## config.mk

```make
export PLATFORM = sky130hd
export DESIGN_NAME = arm_multicycle_controller
export DESIGN_NICKNAME = d
export VERILOG_FILES = /design/src/rtl/arm_multicycle_controller.sv
export SDC_FILE = /design/constraint.sdc
export NUM_CORES = 1
export LEC_CHECK = 0
export CAP_MARGIN = 20
export CORE_ASPECT_RATIO = 1.1
export CORE_MARGIN = 2
export CORE_UTILIZATION = 30
export DETAILED_ROUTE_END_ITERATION = 8
export GPL_TIMING_DRIVEN = 0
export PLACE_DENSITY = 0.62
export SYNTH_ARGS = -nofsm -noshare
export SYNTH_HDL_FRONTEND = slang
export SYNTH_SLANG_ARGS = --single-unit
```

## constraint.sdc

```tcl
create_clock -name clk -period 2.1 [get_ports clk]
set_input_delay 0.42 -clock clk [delete_from_list [all_inputs] [get_ports clk]]
set_output_delay 0.42 -clock clk [all_outputs]
set_load 0.03 [all_outputs]
```

## src/rtl/arm_multicycle_controller.sv

```systemverilog
// Multicycle ARM-subset control unit: main FSM, NZCV status register and
// condition check, driving every datapath strobe as a Moore function of state.
module arm_multicycle_controller #(
  parameter logic [3:0] RESET_STATE = 4'd0
) (
  input  logic        clk,
  input  logic        reset,
  input  logic [11:0] ToControler,
  input  logic [3:0]  Rd,
  input  logic [3:0]  Flags,
  output logic        PCWrite,
  output logic        AdrSrc,
  output logic        MemWrite,
  output logic        IRWrite,
  output logic        RegWrite,
  output logic        ALUScrA,
  output logic [1:0]  ALUScrB,
  output logic [1:0]  ResultSrc,
  output logic [3:0]  ALUControl,
  output logic [1:0]  ImmScr,
  output logic [1:0]  RegSrc
);

  typedef enum logic [3:0] {
    FETCH    = 4'd0,
    DECODE   = 4'd1,
    MEMADR   = 4'd2,
    MEMREAD  = 4'd3,
    MEMWB    = 4'd4,
    MEMWRITE = 4'd5,
    EXECUTER = 4'd6,
    EXECUTEI = 4'd7,
    ALUWB    = 4'd8,
    BRANCH   = 4'd9,
    UNKNOWN  = 4'd10
  } state_t;

  state_t      state_r, state_nxt_s;
  logic [3:0]  nzcv_r;
  logic        cond_ex_r;

  logic [3:0]  cond_s, cmd_s, alu_ctl_s;
  logic [1:0]  op_s;
  logic        i_s, sl_s, cmd_ok_s, cmp_s, arith_s, in_exec_s;

  assign cond_s    = ToControler[11:8];
  assign op_s      = ToControler[7:6];
  assign i_s       = ToControler[5];
  assign cmd_s     = ToControler[4:1];
  assign sl_s      = ToControler[0];
  assign in_exec_s = (state_r == EXECUTER) || (state_r == EXECUTEI);

  function automatic logic cond_check(input logic [3:0] cond, input logic [3:0] f);
    logic n, z, c, v, ok;
    {n, z, c, v} = f;
    case (cond)
      4'b0000: ok = z;
      4'b0001: ok = !z;
      4'b0010: ok = c;
      4'b0011: ok = !c;
      4'b0100: ok = n;
      4'b0101: ok = !n;
      4'b0110: ok = v;
      4'b0111: ok = !v;
      4'b1000: ok = c & !z;
      4'b1001: ok = !c | z;
      4'b1010: ok = (n == v);
      4'b1011: ok = (n != v);
      4'b1100: ok = !z & (n == v);
      4'b1101: ok = z | (n != v);
      4'b1110: ok = 1'b1;
      default: ok = 1'b0;
    endcase
    return ok;
  endfunction

  // ALU command decode; unsupported commands fall back to ADD and suppress all writes
  always_comb begin
    alu_ctl_s = 4'b0000;
    cmd_ok_s  = 1'b1;
    cmp_s     = 1'b0;
    arith_s   = 1'b0;
    case (cmd_s)
      4'b0100: arith_s = 1'b1;
      4'b0010: begin alu_ctl_s = 4'b0001; arith_s = 1'b1; end
      4'b1010: begin alu_ctl_s = 4'b0001; arith_s = 1'b1; cmp_s = 1'b1; end
      4'b0000: alu_ctl_s = 4'b0010;
      4'b1100: alu_ctl_s = 4'b0011;
      4'b0001: alu_ctl_s = 4'b0100;
      default: cmd_ok_s = 1'b0;
    endcase
  end

  // State, condition latch and status flags
  always_ff @(posedge clk or negedge reset) begin
    if (!reset) begin
      state_r   <= state_t'(RESET_STATE);
      nzcv_r    <= 4'b0000;
      cond_ex_r <= 1'b0;
    end else begin
      state_r <= state_nxt_s;
      if (state_r == DECODE) cond_ex_r <= cond_check(cond_s, nzcv_r);
      if (in_exec_s && cond_ex_r && cmd_ok_s && (sl_s || cmp_s)) begin
        nzcv_r[3:2] <= Flags[3:2];
        if (arith_s) nzcv_r[1:0] <= Flags[1:0];
      end
    end
  end

  // Next state and Moore strobes
  always_comb begin
    state_nxt_s = FETCH;
    PCWrite     = 1'b0;
    AdrSrc      = 1'b0;
    MemWrite    = 1'b0;
    IRWrite     = 1'b0;
    RegWrite    = 1'b0;
    ALUScrA     = 1'b0;
    ALUScrB     = 2'b00;
    ResultSrc   = 2'b00;
    ALUControl  = 4'b0000;
    case (state_r)
      FETCH: begin
        state_nxt_s = DECODE;
        IRWrite     = 1'b1;
        PCWrite     = 1'b1;
        ALUScrA     = 1'b1;
        ALUScrB     = 2'b10;
        ResultSrc   = 2'b10;
      end
      DECODE: begin
        ALUScrA   = 1'b1;
        ALUScrB   = 2'b10;
        ResultSrc = 2'b10;
        case (op_s)
          2'b00:   state_nxt_s = i_s ? EXECUTEI : EXECUTER;
          2'b01:   state_nxt_s = MEMADR;
          2'b10:   state_nxt_s = BRANCH;
          default: state_nxt_s = UNKNOWN;
        endcase
      end
      MEMADR: begin
        state_nxt_s = sl_s ? MEMREAD : MEMWRITE;
        ALUScrB     = 2'b01;
      end
      MEMREAD: begin
        state_nxt_s = MEMWB;
        AdrSrc      = 1'b1;
      end
      MEMWB: begin
        ResultSrc = 2'b01;
        RegWrite  = cond_ex_r;
      end
      MEMWRITE: begin
        AdrSrc   = 1'b1;
        MemWrite = cond_ex_r;
      end
      EXECUTER: begin
        state_nxt_s = ALUWB;
        ALUControl  = alu_ctl_s;
      end
      EXECUTEI: begin
        state_nxt_s = ALUWB;
        ALUScrB     = 2'b01;
        ALUControl  = alu_ctl_s;
      end
      ALUWB: begin
        RegWrite = cond_ex_r & cmd_ok_s & !cmp_s;
        PCWrite  = cond_ex_r & cmd_ok_s & !cmp_s & (Rd == 4'd15);
      end
      BRANCH: begin
        ALUScrB   = 2'b01;
        ResultSrc = 2'b10;
        PCWrite   = cond_ex_r;
      end
      default: state_nxt_s = FETCH;
    endcase
  end

  assign ImmScr = op_s;
  assign RegSrc = {(op_s == 2'b01) & !sl_s, (op_s == 2'b10)};

endmodule
```

==> results of run 1 <==
==> sequential cells by signal (all words and copies together) (netlist names) <==
name,flops
cond_ex_r,1
nzcv_r,4
state_r,4
==> worst reg2reg max path, cell delays in order (launching register included) <==
cell	delay [ps]
dfrtp_1	440
and2b_1	260
nand2_1	150
nor3_2	300
and2_4	220
mux2_4	290
==> cell families (layout without fill, tap and decap cells) <==
group | count (synthesis) | count (layout) | synth area share
buffers and inverters | 14 | 55 | 0.0801
and+or+nand+nor | 51 | 51 | 0.343
xor gates and xnor gates | 4 | 4 | 0.0380
AOI/OAI and AO/OA | 20 | 20 | 0.178
muxes | 9 | 9 | 0.113
DFF | 9 | 9 | 0.244
other | 1 | 1 | 0.00407
==> layout make-up <==
cell class	instances	share of cell area
Tap cell	34	0.0319
Clock buffer	4	0.0197
Multi-Input combinational cell	85	0.480
Inverter	2	0.00563
Buffer	11	0.0488
Timing Repair Buffer	38	0.243
Sequential cell	9	0.171
==> cells in the mapped netlist, types with 2 or more instances <==
library cell,count
nor2_1,7
a31oi_1,2
nor4_1,2
clkbuf_1,5
mux2_2,3
mux2_4,2
mux2i_1,4
nand2b_1,3
buf_4,3
and3_1,2
xor2_1,2
nor3_1,6
buf_2,2
nor2b_1,4
a211oi_1,5
inv_1,2
nand2_1,8
nand3_1,3
a21oi_1,2
dfrtp_1,9
xnor2_1,2
==> metal layers <==
metal  vias up  wire length [microns]  share of wire  global-route usage
li1        480                      -              -                   -
met1       454                   1070           0.46               0.165
met2        30                   1080           0.46               0.218
met3         0                    180          0.077              0.0500
met4         0                      0              0                   0
met5         -                      0              0                   0
==> where the power goes <==
| group | total, mW | switching (mW) | leakage, nW | internal [mW] |
|---|---|---|---|---|
| Clock | 0.128 | 0.0555 | 0.0150 | 0.0729 |
| Combinational | 1.06 | 0.609 | 0.458 | 0.451 |
| Sequential | 0.323 | 0.0879 | 0.115 | 0.235 |
==> per-stage QoR <==
stage	worst slack, ps	total power [mW]
CTS	-81.3	1.52
global route	-132	1.62
finish	-67.2	1.51
global placement	-975	1.38
floorplan	22.1	1.03
detailed placement	-1030	1.41
==> path summary, 6_finish.rpt <==
kind | endpoint | slack, ps
setup / recovery | PCWrite | -70
hold / removal | cond_ex_r | 460
setup reg to reg | nzcv_r[0] | 330
hold reg to reg | nzcv_r[1] | 590
max in group asynchronous | state_r[0] | 1320
min in group clk | cond_ex_r | 570
==> timing repair <==
item | 4_1_cts | 5_1_grt
pin swaps | 3 | 0
setup buffers | 5 | 0
hold buffers | 0 | 0
endpoints found under the setup margin | 17 | 9
resized for setup | 60 | 12
==> out/metrics.cfg, run 1 <==
[finish]
layout.cells.non_filler=183
layout_common_cells=13 x clkdlybuf4s50_1, 10 x buf_4, 10 x dlygate4sd2_1, 8 x nand2_1
area_growth_pct=44.5
drive_above_1_share=0.289
final_common_cell=clkdlybuf4s50_1
design_area_sq_um=1330
fin_nets=172
regArea_sq_um=228
multi_input_area_sq_um=639
fillers=333
post-route-util=0.445
n_antenna_cell=0

[setup_path]
crit_chain=or2_1 > or4_4 > o32ai_2 > buf_4
slowest_stage=or4_4
worstSetupPathType=flip-flop to primary output
rr_startpoint=state_r[3]
arrival_ps=1750
crit_fanout=5
r2r_cells=5
critical-path-top-delay-family=simple AND/OR/NAND/NOR gates
cp-startpoint=state_r[1]
max_stage_delay_ps=490
path_buf_inv=1
worstPathRequired_ps=1680
critical_path_cell_count=4
worst_setup_path_start_kind=flip-flop
end_kind=primary output

[cts]
h-tree-depth=1
clk_latency_ps=250
cts-buffers-inserted=3
clk_path_buf_depth=2
clkTransAtPathRegs_ps=60
cts_sinks=9
cts_tree=yes
clock_tree.root_cell=clkbuf_4

[global_route]
antenna_found_initial=0
grt_start_max_net_pins=11
grt_pass1_vias=861
grt_pass1_wl_microns=3810
grt_overflow=0
grt.total_usage=0.128

[yosys]
synth-main-ff-cell=dfrtp_1
netlist_area_sq_um=922
syn_area_per_cell_sq_um=8.54
yosysTopAreaCellShare=0.244
yosys-top-cells-area=dfrtp_1 24%, mux2i_1 4.3%, a211oi_1 4.1%
synth_warnings=0
yosysTopAreaCell=dfrtp_1
netlist-cell-type-count=51
syn_nets=130
synthCells=108
ys_ff_latch=9
synthArstFlopShare=1.00
ys_seq_area_frac=0.244
synth_edf_count=0

[sta]
hold_viol=0
finalCriticalPeriod_ps=2170
finalSetupViolCount=1
post-route-period-util=1.03
fin_ws_ps=-67.2
max_freq_ghz=0.461
holdWs_ps=465
finClkSkew_ps=1.36
drv_slew=0
fin_tns_setup_ps=-67.2
rsz0062_at_grt=yes

[placement]
port_buffers=33
place_hpwl_microns=1780
dpl_cell_area_sq_um=1310
dp_cells=175
gp_congestion=0.734

[routing]
wl_microns=2330
drt_iter0_drc=23
viasPerCell=5.27
drc=0
vias=964
antenna_left=0
dr.pass1.iters=4
wl_per_cell_microns=12.7

[pwr]
power_density_nw_per_um2=1130
p_leak_nw=0.589
ir_drop_mv=0.823

[die]
dieArea_sq_um=3530
die_height_microns=62.1
initial_core_util=0.308
rows=21
num_io_pins=40
core_region_area_sq_um=3000
die_x_microns=56.9

[run_status]
violations=negative setup slack
status=finished, violations left

[min_path]
hold_path.class=input port to async pin

[flow_run]
maxCapViolations=0

Note: power is estimated with default switching activity, not from simulation.
==> inputs of run 2 (changes only) <==
--- a/config.mk
+++ b/config.mk
@@ -6,10 +6,11 @@
 export NUM_CORES = 1
 export LEC_CHECK = 0
 export CAP_MARGIN = 20
-export CORE_ASPECT_RATIO = 1.1
+export CORE_ASPECT_RATIO = 1.4
 export CORE_MARGIN = 2
 export CORE_UTILIZATION = 30
 export DETAILED_ROUTE_END_ITERATION = 8
+export GPL_ROUTABILITY_DRIVEN = 0
 export GPL_TIMING_DRIVEN = 0
 export PLACE_DENSITY = 0.62
 export SYNTH_ARGS = -nofsm -noshare
==> run 2 against run 1 <==
The flow still finishes with violations (negative setup slack). Worst setup slack improved by 21 ps. Sequential power rose by 2%. Global-route usage rose by 0.23 points. Final area rose by 0.66%. Utilization up 1.7 points. Critical path type unchanged. Critical endpoint unchanged. Largest power group unchanged. Highest routed layer unchanged.
==> out/metrics.cfg, run 2 (synthesis gave the netlist of run 1 again) <==
[cts]
clock_tree.root_cell=clkbuf_8
cts-buffers-inserted=3
ctsHoldBuffers=0
clk_path_buf_depth=2
clkTransAtPathRegs_ps=40
cts_sinks=9
cts_tree=yes
clk_latency_ps=230
h-tree-depth=1

[flow_run]
maxCapViolations=0

[setup_path]
end_kind=primary output
max_stage_delay_ps=490
rr_startpoint=state_r[3]
path_buf_inv=1
crit_fanout=6
cp-startpoint=state_r[0]
crit_chain=or2_1 > or4_4 > o32ai_2 > buf_4
worstSetupPathType=flip-flop to primary output
critical-path-top-delay-family=simple AND/OR/NAND/NOR gates
worst_setup_path_start_kind=flip-flop
arrival_ps=1730
slowest_stage=or4_4
worstPathRequired_ps=1680

[sta]
finalSetupViolCount=1
max_freq_ghz=0.466
finalCriticalPeriod_ps=2150
hold_viol=0
finClkSkew_ps=1.73
rsz0062_at_grt=yes
post-route-period-util=1.02
fin_ws_ps=-45.7
holdWs_ps=485
drv_slew=0

[die]
num_io_pins=40
initial_core_util=0.317
rows=23
die_x_microns=50.9
core_region_area_sq_um=2910
die_height_microns=69.6
dieArea_sq_um=3540

[run_status]
status=finished, violations left
violations=negative setup slack

[pwr]
p_leak_nw=0.593
power_density_nw_per_um2=1160
ir_drop_mv=0.599

[global_route]
grt_start_max_net_pins=11
grt_pass1_wl_microns=3770
grt.total_usage=0.131
grt_overflow=0
antenna_found_initial=0
grt_pass1_vias=858

[finish]
fin_nets=171
area_growth_pct=45.5
layout_common_cells=13 x clkdlybuf4s50_1, 11 x dlygate4sd2_1, 9 x buf_2, 8 x nand2_1, 8 x buf_4
layout_top_registers=nzcv_r x4, state_r x4, cond_ex_r x1
post-route-util=0.461
n_antenna_cell=0
drive_above_1_share=0.277
final_common_cell=clkdlybuf4s50_1

[routing]
wl_per_cell_microns=11.7
drt_iter0_drc=8
antenna_left=0
drc=0
vias=938
viasPerCell=5.07
dr.pass1.iters=3
wl_microns=2160

[placement]
port_buffers=33
place_hpwl_microns=1700

[min_path]
hold_path.class=input port to async pin

run 2: cell count changes in the layout (fill, tap and decap cells not counted), sizes merged:
cell | before | now
clkbuf | 11 | 9
dlygate4sd2 | 10 | 11
buf | 18 | 19
clkdlybuf4s18 | 1 | 0
run 2: metal layers:
metal | track usage | vias up | wire (microns)
met4 | 0.00901 | 0 | 0
met1 | 0.168 | 428 | 1020
met3 | 0.0409 | 0 | 114
met5 | 0 | - | 0
met2 | 0.221 | 29 | 1020
li1 | - | 481 | -
run 2: power breakdown:
| part | switching [mW] | internal, mW | leakage [nW] |
|---|---|---|---|
| Clock | 0.0632 | 0.132 | 0.0228 |
| Sequential | 0.0930 | 0.235 | 0.115 |
| Combinational | 0.586 | 0.445 | 0.455 |
run 2: per-stage QoR:
step,power [mW],instance area (sq um),instances,setup WS (ps),setup TNS (ps)
detailed placement,1.40,1310,178,-1020,-4410
global route,1.68,1340,185,-98.0,-137
finish,1.55,1340,185,-45.7,-45.7
floorplan,1.03,935,108,22.1,0
global placement,1.39,1310,178,-976,-4080
CTS,1.53,1340,181,-98.0,-98.0
run 2: timing repair:
action,in CTS,in global routing
endpoints found under the setup margin,17,8
buffers inserted,0,4
gates resized for setup,58,10
hold endpoints to repair,0,0
pin swaps,3,1
run 2: worst reg2reg max path: stages, from the launching register on:
cell	delay [ps]
dfrtp_1	440
and2b_1	260
nand2_1	150
nor3_2	300
and2_4	220
mux2_4	290
run 2: cell type report:
type	instances	area (sq um)
Buffer	11	65.1
Clock buffer	4	45.0
Fill cell	289	1570
Inverter	2	7.51
Multi-Input combinational cell	85	639
Sequential cell	9	228
Tap cell	37	46.3
Timing Repair Buffer	37	310
run 2: path summary, 6_finish.rpt:
kind / cells after the start / end / slack (ps)
setup reg to reg: 5 / nzcv_r[0] / 330
hold reg to reg: 1 / state_r[0] / 530
min in group clk: 1 / state_r[0] / 530
max in group asynchronous: 1 / state_r[1] / 1310
setup / recovery: 4 / PCWrite / -50
hold / removal: 1 / cond_ex_r / 490
==> inputs of run 3 (changes only) <==
==> constraint.sdc (replaced) <==
create_clock -name clk -period 2.1 [get_ports clk]
set_input_delay 0.21 -clock clk [delete_from_list [all_inputs] [get_ports clk]]
set_output_delay 0.21 -clock clk [all_outputs]
set_load 0.03 [all_outputs]
==> run 3 against run 2 <==
The flow now finishes without violations. Sequential share of layout area shrank 0.11 points. Clock skew is essentially flat. Count of clock-buffer cells in the layout is the same. Final area shrank 0.47%. Utilization shrank 0.22 points. Sequential cell count is the same. Highest routed layer is now met4.
==> out/metrics.cfg, run 3 (synthesis gave the netlist of run 1 again) <==
[global_route]
grt_pass1_vias=910
antenna_found_initial=0
grt_overflow=0
grt_pass1_wl_microns=3840
grt.total_usage=0.137
grt_start_max_net_pins=11

[setup_path]
worstPathRequired_ps=1890
rr_startpoint=state_r[3]
worst_setup_path_start_kind=flip-flop
end_kind=primary output
r2r_cells=5
timing.rr.end=nzcv_r[0]
arrival_ps=1800
r2r_setup_slack_ps=290
worstSetupPathType=flip-flop to primary output
crit_fanout=9

[finish]
layout_common_cells=17 x clkdlybuf4s50_1, 9 x dfrtp_1, 9 x dlygate4sd2_1, 8 x nand2_1, 7 x nor2_1
drive_above_1_share=0.172
post-route-util=0.459
final_common_cell=clkdlybuf4s50_1
fin_nets=168
layout_top_registers=nzcv_r x4, state_r x4, cond_ex_r x1
n_antenna_cell=0
area_growth_pct=44.8

[pwr]
pwr-share-clk=0.127
switching_share=0.484
power_mw=1.51
power_density_nw_per_um2=1130
power_frac_comb=0.665
ir_drop_mv=0.613
p_switching_mw=0.730
power.internal_mw=0.779
p_leak_nw=0.615
p_seq_frac=0.207

[cts]
h-tree-depth=1
cts_sinks=9
clk_latency_ps=230
clock_tree.root_cell=clkbuf_8
clkTransAtPathRegs_ps=40
cts_tree=yes
cts-buffers-inserted=3
clk_path_buf_depth=2
ctsHoldBuffers=0

[routing]
drc=0
viasPerCell=5.08
vias=925
antenna_left=0
wl_per_cell_microns=12.5
dr.pass1.iters=4
wl_microns=2270
drt_iter0_drc=9

[sta]
finalSetupViolCount=0
hold_viol=0
drv_slew=0
finalCriticalPeriod_ps=2010
post-route-period-util=0.957
rsz0062_at_grt=no
finClkSkew_ps=1.91
max_freq_ghz=0.498

[die]
core_region_area_sq_um=2910
initial_core_util=0.317
die_x_microns=50.9
die_height_microns=69.6
num_io_pins=40
dieArea_sq_um=3540
rows=23

[placement]
port_buffers=33
place_hpwl_microns=1820

[run_status]
status=finished clean

[min_path]
hold_path.class=input port to async pin

[flow_run]
maxCapViolations=0

==> run 3: through the flow <==
| step | hold WS [ps] | cells | instance area (sq um) | setup TNS (ps) | worst slack (ps) |
|---|---|---|---|---|---|
| floorplan | -85.6 | 108 | 922 | 0 | 168 |
| global placement | 520 | 178 | 1300 | -1040 | -538 |
| detailed placement | 524 | 178 | 1300 | -1140 | -564 |
| CTS | 278 | 182 | 1330 | 0 | 4.64 |
| global route | 297 | 182 | 1340 | 0 | 0.998 |
| finish | 278 | 182 | 1340 | 0 | 91.2 |
==> run 3: worst max path at each step <==
| stage | startpoint | to | cells after the start |
|---|---|---|---|
| after global placement | ToControler[1] | PCWrite | 6 |
| final | state_r[0] | PCWrite | 5 |
| after global routing | state_r[0] | PCWrite | 5 |
| after floorplan | state_r[3] | ALUControl[1] | 3 |
| after detailed placement | ToControler[2] | PCWrite | 6 |
| after CTS | state_r[1] | MemWrite | 4 |
==> run 3: power by group through the flow <==
stage	sequential [mW]	clock [mW]	combinational, mW
after detailed placement	0.315	0	1.08
after global routing	0.328	0.216	1.09
final	0.313	0.192	1.00
after global placement	0.314	0	1.07
after CTS	0.315	0.201	1.02
after floorplan	0.292	0	0.725
==> run 3: layout make-up <==
cell class	instances	area (sq um)
fillers	303	1570
multi-input cells	85	623
repair buffers	33	319
flip-flops and latches	9	225
plain buffers	12	68.8
well taps	37	46.3
clock buffers	4	45.0
inverters	2	7.51
==> run 3: timing repair <==
| item | CTS | global route |
|---|---|---|
| setup buffers | 0 | 0 |
| cloned | 0 | 0 |
| setup endpoints to repair | 11 | 6 |
| resized for setup | 20 | 7 |
==> run 3: worst max-delay path, cell delays in order (launching register included) <==
cell and delay (ps):
dfrtp_1 340, buf_2 170, or2_1 240, or4_4 490, o32ai_2 100, buf_2 230
==> run 3: routing by layer <==
metal / wire length (microns) / vias up / track usage
met5: 0 / - / 0
met3: 140 / 2 / 0.0388
li1: - / 469 / -
met4: 25 / 0 / 0.0420
met1: 974 / 427 / 0.164
met2: 1130 / 27 / 0.232
